File: config.mk
export PLATFORM = sky130hd
export DESIGN_NAME = mem_lsu
export DESIGN_NICKNAME = d
export VERILOG_FILES = /design/src/rtl/mem_lsu.sv
export SDC_FILE = /design/constraint.sdc
export NUM_CORES = 1
export LEC_CHECK = 0
export ABC_CLOCK_PERIOD_IN_PS = 2200
export BUFFER_PORTS_ARGS = -buffer_cell sky130_fd_sc_hd__buf_2
export CAP_MARGIN = 0
export CORE_MARGIN = 2
export CORE_UTILIZATION = 35
export CTS_CLUSTER_DIAMETER = 30
export DETAILED_ROUTE_END_ITERATION = 12
export GPL_ROUTABILITY_DRIVEN = 0
export MAX_ROUTING_LAYER = met4
export SYNTH_ARGS = -nofsm -noshare
export SYNTH_HDL_FRONTEND = slang
export SYNTH_SLANG_ARGS = --single-unit
File: constraint.sdc
create_clock -name clk -period 2.2 [get_ports clk]
set_input_delay 0.11 -clock clk [delete_from_list [all_inputs] [get_ports clk]]
set_output_delay 0.11 -clock clk [all_outputs]
set_load 0.1 [all_outputs]
File: src/rtl/mem_lsu.sv
// Memory-stage load/store unit: turns EX/MEM access controls into a valid/ready
// data-bus transaction and returns the extended load result. Optional: LSU_TIMEOUT_EN.
module mem_lsu #(
  parameter int unsigned DATA_W         = 32,
  parameter int unsigned MODE_W         = 3,
  parameter int unsigned TIMEOUT_CYCLES = 16
) (
  input  logic              clk,
  input  logic              rst,
  input  logic              mem_read_i,
  input  logic              mem_write_i,
  input  logic [MODE_W-1:0] mem_mode_i,
  input  logic [DATA_W-1:0] addr_i,
  input  logic [DATA_W-1:0] wdata_i,
  output logic              stall_o,
  output logic [DATA_W-1:0] load_data_o,
  output logic              done_o,
  output logic              misalign_o,
  output logic              req_valid_o,
  input  logic              req_ready_i,
  output logic              req_we_o,
  output logic [DATA_W-1:0] req_addr_o,
  output logic [3:0]        req_wstrb_o,
  output logic [DATA_W-1:0] req_wdata_o,
  input  logic              rsp_valid_i,
  input  logic [DATA_W-1:0] rsp_rdata_i,
  output logic              bus_err_o
);

  localparam int unsigned OFF_W = 2;
  localparam logic [MODE_W-1:0] MODE_B  = MODE_W'(0);
  localparam logic [MODE_W-1:0] MODE_H  = MODE_W'(1);
  localparam logic [MODE_W-1:0] MODE_BU = MODE_W'(4);
  localparam logic [MODE_W-1:0] MODE_HU = MODE_W'(5);

  typedef enum logic [1:0] {IDLE, REQ, WAIT, DONE} state_t;

  state_t              state_q, state_d;
  logic [MODE_W-1:0]   lat_mode_q, lat_mode_d;
  logic [OFF_W-1:0]    lat_off_q, lat_off_d;
  logic [DATA_W-1:0]   load_data_d;
  logic                done_d, misalign_d;
  logic                req_valid_d, req_we_d;
  logic [DATA_W-1:0]   req_addr_d, req_wdata_d;
  logic [3:0]          req_wstrb_d;
  logic                access;

`ifdef LSU_TIMEOUT_EN
  localparam int unsigned CNT_W = $clog2(TIMEOUT_CYCLES + 1);
  logic [CNT_W-1:0] cnt_q, cnt_d;
  logic             bus_err_d;
`else
  logic unused_timeout;
  assign unused_timeout = ^32'(TIMEOUT_CYCLES);
  assign bus_err_o = 1'b0;
`endif

  function automatic logic is_misaligned(input logic [MODE_W-1:0] mode,
                                         input logic [OFF_W-1:0]  off);
    case (mode)
      MODE_B, MODE_BU: return 1'b0;
      MODE_H, MODE_HU: return off[0];
      default:         return off != '0;
    endcase
  endfunction

  function automatic logic [3:0] store_strb(input logic [MODE_W-1:0] mode,
                                            input logic [OFF_W-1:0]  off);
    case (mode)
      MODE_B, MODE_BU: return 4'(4'b0001 << off);
      MODE_H, MODE_HU: return 4'(4'b0011 << off);
      default:         return 4'hF;
    endcase
  endfunction

  function automatic logic [DATA_W-1:0] store_data(input logic [MODE_W-1:0] mode,
                                                   input logic [DATA_W-1:0] wdata);
    case (mode)
      MODE_B, MODE_BU: return {(DATA_W/8){wdata[7:0]}};
      MODE_H, MODE_HU: return {(DATA_W/16){wdata[15:0]}};
      default:         return wdata;
    endcase
  endfunction

  // Shift the addressed lane down to bit 0, then sign/zero-extend by mode.
  function automatic logic [DATA_W-1:0] extend_load(input logic [MODE_W-1:0] mode,
                                                    input logic [OFF_W-1:0]  off,
                                                    input logic [DATA_W-1:0] word);
    logic [DATA_W-1:0] lane;
    lane = word >> {off, 3'b000};
    case (mode)
      MODE_B:  return {{(DATA_W-8){lane[7]}}, lane[7:0]};
      MODE_BU: return {{(DATA_W-8){1'b0}}, lane[7:0]};
      MODE_H:  return {{(DATA_W-16){lane[15]}}, lane[15:0]};
      MODE_HU: return {{(DATA_W-16){1'b0}}, lane[15:0]};
      default: return word;
    endcase
  endfunction

  assign access  = mem_read_i | mem_write_i;
  assign stall_o = ((state_q == IDLE) & access) | (state_q == REQ) | (state_q == WAIT);

  // Next-state and next registered-output logic.
  always_comb begin
    state_d     = state_q;
    lat_mode_d  = lat_mode_q;
    lat_off_d   = lat_off_q;
    load_data_d = load_data_o;
    done_d      = 1'b0;
    misalign_d  = 1'b0;
    req_valid_d = req_valid_o;
    req_we_d    = req_we_o;
    req_addr_d  = req_addr_o;
    req_wstrb_d = req_wstrb_o;
    req_wdata_d = req_wdata_o;
`ifdef LSU_TIMEOUT_EN
    cnt_d       = cnt_q;
    bus_err_d   = 1'b0;
`endif

    unique case (state_q)
      IDLE: begin
        if (access) begin
          lat_mode_d = mem_mode_i;
          lat_off_d  = addr_i[OFF_W-1:0];
          if (is_misaligned(mem_mode_i, addr_i[OFF_W-1:0])) begin
            state_d     = DONE;
            done_d      = 1'b1;
            misalign_d  = 1'b1;
            load_data_d = '0;
          end else begin
            state_d     = REQ;
            req_valid_d = 1'b1;
            req_we_d    = mem_write_i;
            req_addr_d  = {addr_i[DATA_W-1:OFF_W], OFF_W'(0)};
            if (mem_write_i) begin
              req_wstrb_d = store_strb(mem_mode_i, addr_i[OFF_W-1:0]);
              req_wdata_d = store_data(mem_mode_i, wdata_i);
            end else begin
              req_wstrb_d = 4'h0;
              req_wdata_d = '0;
            end
`ifdef LSU_TIMEOUT_EN
            cnt_d = '0;
`endif
          end
        end
      end
      REQ: begin
        if (req_ready_i) begin
          req_valid_d = 1'b0;
          if (req_we_o) begin
            state_d = DONE;
            done_d  = 1'b1;
          end else begin
            state_d = WAIT;
          end
        end
      end
      WAIT: begin
        if (rsp_valid_i) begin
          load_data_d = extend_load(lat_mode_q, lat_off_q, rsp_rdata_i);
          state_d     = DONE;
          done_d      = 1'b1;
        end
      end
      DONE: state_d = IDLE;
    endcase

`ifdef LSU_TIMEOUT_EN
    // Watchdog: a completion in the same cycle takes priority over the timeout.
    if (state_q == REQ || state_q == WAIT) begin
      cnt_d = cnt_q + CNT_W'(1);
      if (state_d != DONE && cnt_q == CNT_W'(TIMEOUT_CYCLES - 1)) begin
        state_d     = DONE;
        done_d      = 1'b1;
        bus_err_d   = 1'b1;
        load_data_d = '0;
        req_valid_d = 1'b0;
      end
    end
`endif
  end

  always_ff @(posedge clk) begin
    if (rst) begin
      state_q     <= IDLE;
      lat_mode_q  <= '0;
      lat_off_q   <= '0;
      load_data_o <= '0;
      done_o      <= 1'b0;
      misalign_o  <= 1'b0;
      req_valid_o <= 1'b0;
      req_we_o    <= 1'b0;
      req_addr_o  <= '0;
      req_wstrb_o <= 4'h0;
      req_wdata_o <= '0;
    end else begin
      state_q     <= state_d;
      lat_mode_q  <= lat_mode_d;
      lat_off_q   <= lat_off_d;
      load_data_o <= load_data_d;
      done_o      <= done_d;
      misalign_o  <= misalign_d;
      req_valid_o <= req_valid_d;
      req_we_o    <= req_we_d;
      req_addr_o  <= req_addr_d;
      req_wstrb_o <= req_wstrb_d;
      req_wdata_o <= req_wdata_d;
    end
  end

`ifdef LSU_TIMEOUT_EN
  always_ff @(posedge clk) begin
    if (rst) begin
      cnt_q     <= '0;
      bus_err_o <= 1'b0;
    end else begin
      cnt_q     <= cnt_d;
      bus_err_o <= bus_err_d;
    end
  end
`endif

endmodule

==> metrics <==
Die Wd 123.5 um; most common cell in the netlist dfxtp_1; Cells after Synth 572; CTS root buffer clkbuf_16; synth-to-layout area growth 36.36%; peak supply drop 0.7938 mV; Post-DP HPWL 11580 um; crit path max fanout 14; buffers added on ports 207; post-synthesis cell type count 50; placed cells 931; Buf/Inv on CP 1; leading area contributor after synthesis dfxtp_1; RSZ-0062 raised after global routing no; Logic pwr share 48.2%; post-synthesis async set-or-reset flop share 0%; status complete, no violations; WL final 15930 um; post-route cell area 6818 sq um; Remaining Overflow, GRT 0; Finish-stage setup viols 0; largest net degree at the start of global routing 84; placed cell areas 6212 sq um; Slew @ Worst Pin 864.0 ps; Vias 5070; Initial Util 35.88%; crit path DAT 2260 ps; Routed wire per std cell 16.28 um; Total GRT Usage 21.30%; Post-synth top cells dfxtp_1, nand2_1, nor2_1; Sink Count 109; power density over cell area 1153 nW/um^2; Yosys top cell area share 43.64%; row count 43; switching share of power 49.71%; Reg power frac 30.7%; CTS H-Tree Depth 3; CP top delay family compound AO/OA/AOI/OAI gates; setup bufs post-CTS 0; Slew Viols, Final 0; clk_lat worst skew 360 ps; Initial DRC Count 355; TritonCTS buffer count 9; Min-Delay Path Class input pin to flip-flop; vias in the first global route 4949; Synth Area per Inst 8.741 sq um; Fmax 0.4951 GHz; final antenna-violating net count 0; Final Skew 13.74 ps; CP max stage delay 550 ps; P_leak 3.221 nW; Crit. End Element flip-flop; global-route wire length before repair 24610 um; Required @ worst endpoint 2440 ps; Clock Pin Slew Worst Setup and Hold Paths 90 ps; Via density 5.184; core box area 13930 sq um; I/O pin count 211; layout cell share with drive strength beyond 1 34.80%; utilization after layout 48.93%; Ys Warns 0; Seq/Total Area, Yosys 43.64%; router iterations before antenna repair 5; Final nets 901; Power Internal 3.954 mW; CTS tree yes; DRC viols 0; CP startpoint kind flip-flop; die area 15260 sq um; slowest CP cell a2111o_1; Slew headroom 42.40%; clock buffer depth 2; Cell Chain, Critical Path inv_1 -> ha_1 -> nor2b_1 -> a2111o_1 -> a222oi_1 -> nor3_1; number of synthesized register bits 109; EDFF count, synth 0; top post-synthesis cells by area dfxtp_1, nand2_1, a21oi_1; Die H 123.5 um; fin crit share 91.80%; clock share of power 21.1%; main flop type after synthesis dfxtp_1; Crit Path Class flip-flop to flip-flop; initial antenna violation count 2; final hold vios 0; max_cap viols 0; Cell Area, Synth 5000 sq um; NetSw 3.908 mW; Non-Filler Instances 978; fin crit period 2020 ps
final timing paths:
kind | start | endpoint | slack, ps | depth (start not counted)
max | state_q[0]$_SDFFE_PP0P_ | load_data_o[10]$_SDFFE_PP0P_ | 180 | 6
min reg2reg | req_addr_o[31]$_SDFFE_PP0P_ | req_addr_o[31]$_SDFFE_PP0P_ | 460 | 2
min | addr_i[3] | req_addr_o[3]$_SDFFE_PP0P_ | 10 | 3
max reg2reg | state_q[0]$_SDFFE_PP0P_ | load_data_o[10]$_SDFFE_PP0P_ | 180 | 6
power groups by stage:
stage	sequential (mW)	combinational [mW]	clock, mW
after detailed placement	2.45	3.74	0
after floorplan	4.01	1.44	0
after global placement	2.44	3.70	0
final	2.41	3.79	1.66
after global routing	2.44	4.02	1.79
after CTS	2.41	3.80	1.72
metrics by stage:
stage | power [mW] | TNS, ps | setup slack (ps) | hold WS [ps]
after floorplan | 5.455 | 0 | 25.66 | 222.4
after global routing | 8.252 | 0 | 20.50 | 25.79
after CTS | 7.923 | 0 | 140.1 | 3.403
after detailed placement | 6.191 | -12.98 | -10.20 | 353.4
final | 7.862 | 0 | 180.4 | 14.39
after global placement | 6.137 | 0 | 82.51 | 344.9
worst register-to-register path, delay by kind of cell, from the launching register on:
kind / cells / cell delay, ps
buffers and inverters: 1 / 110
AO/OA/AOI/OAI: 2 / 850
adder cells (fa/ha/maj): 1 / 270
AND/OR/NAND/NOR: 2 / 290
flip-flops: 1 / 380
cell usage in the layout, fill, tap and decap left out, types with 10 or more instances in the layout:
cell / Yosys / routed
buf_2: 6 / 207
dfxtp_1: 109 / 109
nand2_1: 88 / 88
nor2_1: 54 / 52
a21oi_1: 49 / 49
a22oi_1: 32 / 32
dlygate4sd3_1: 0 / 29
mux2i_1: 23 / 23
buf_4: 3 / 20
mux2_2: 17 / 17
o21ai_0: 17 / 17
a211o_1: 16 / 16
nor3_1: 15 / 15
o2111ai_1: 12 / 12
inv_1: 11 / 11
and3_1: 10 / 10
flip-flops by register name, summed over array words and instances, names as in the netlist:
signal       flops
load_data_o     32
lat_mode_q       3
req_addr_o      30
misalign_o       1
done_o           1
req_wdata_o     32
req_wstrb_o      4
req_valid_o      1
state_q          2
lat_off_q        2
req_we_o         1
layer usage:
| layer | vias to the layer above | GRT usage, % | routed length, um |
|---|---|---|---|
| met5 | - | - | 0 |
| met4 | 0 | 7.457 | 263 |
| met3 | 19 | 5.028 | 1361 |
| met2 | 207 | 34.65 | 7470 |
| met1 | 2377 | 25.86 | 6830 |
| li1 | 2467 | - | - |
cells by family (layout without fill, tap and decap cells):
| logic type | after synthesis | after routing | synth area share (%) |
|---|---|---|---|
| simple gates | 195 | 195 | 17.19 |
| fa+ha+maj | 5 | 5 | 1.251 |
| mux | 41 | 41 | 8.884 |
| compound gates | 156 | 156 | 22.70 |
| buf+inv | 63 | 285 | 5.906 |
| xor+xnor | 2 | 2 | 0.3504 |
| flops | 109 | 109 | 43.64 |
| other cells | 1 | 5 | 0.07500 |
area by class of cell:
cell class / instances / area [sq um]
timing repair buffer: 258 / 1516
clock buffer: 9 / 225.2
antenna: 2 / 5.005
multi-input combinational: 402 / 2544
clock inverter: 7 / 78.83
sequential: 109 / 2182
fill: 1362 / 7117
tap: 180 / 225.2
inverter: 11 / 41.29
timing repair:
item,4_1_cts,5_1_grt
resized for setup,1,1
hold buffers,29,0
endpoints found under the hold margin,29,0
pin swaps,0,0
setup endpoints to repair,18,12
No activity file was read; power rests on OpenSTA's default activity.
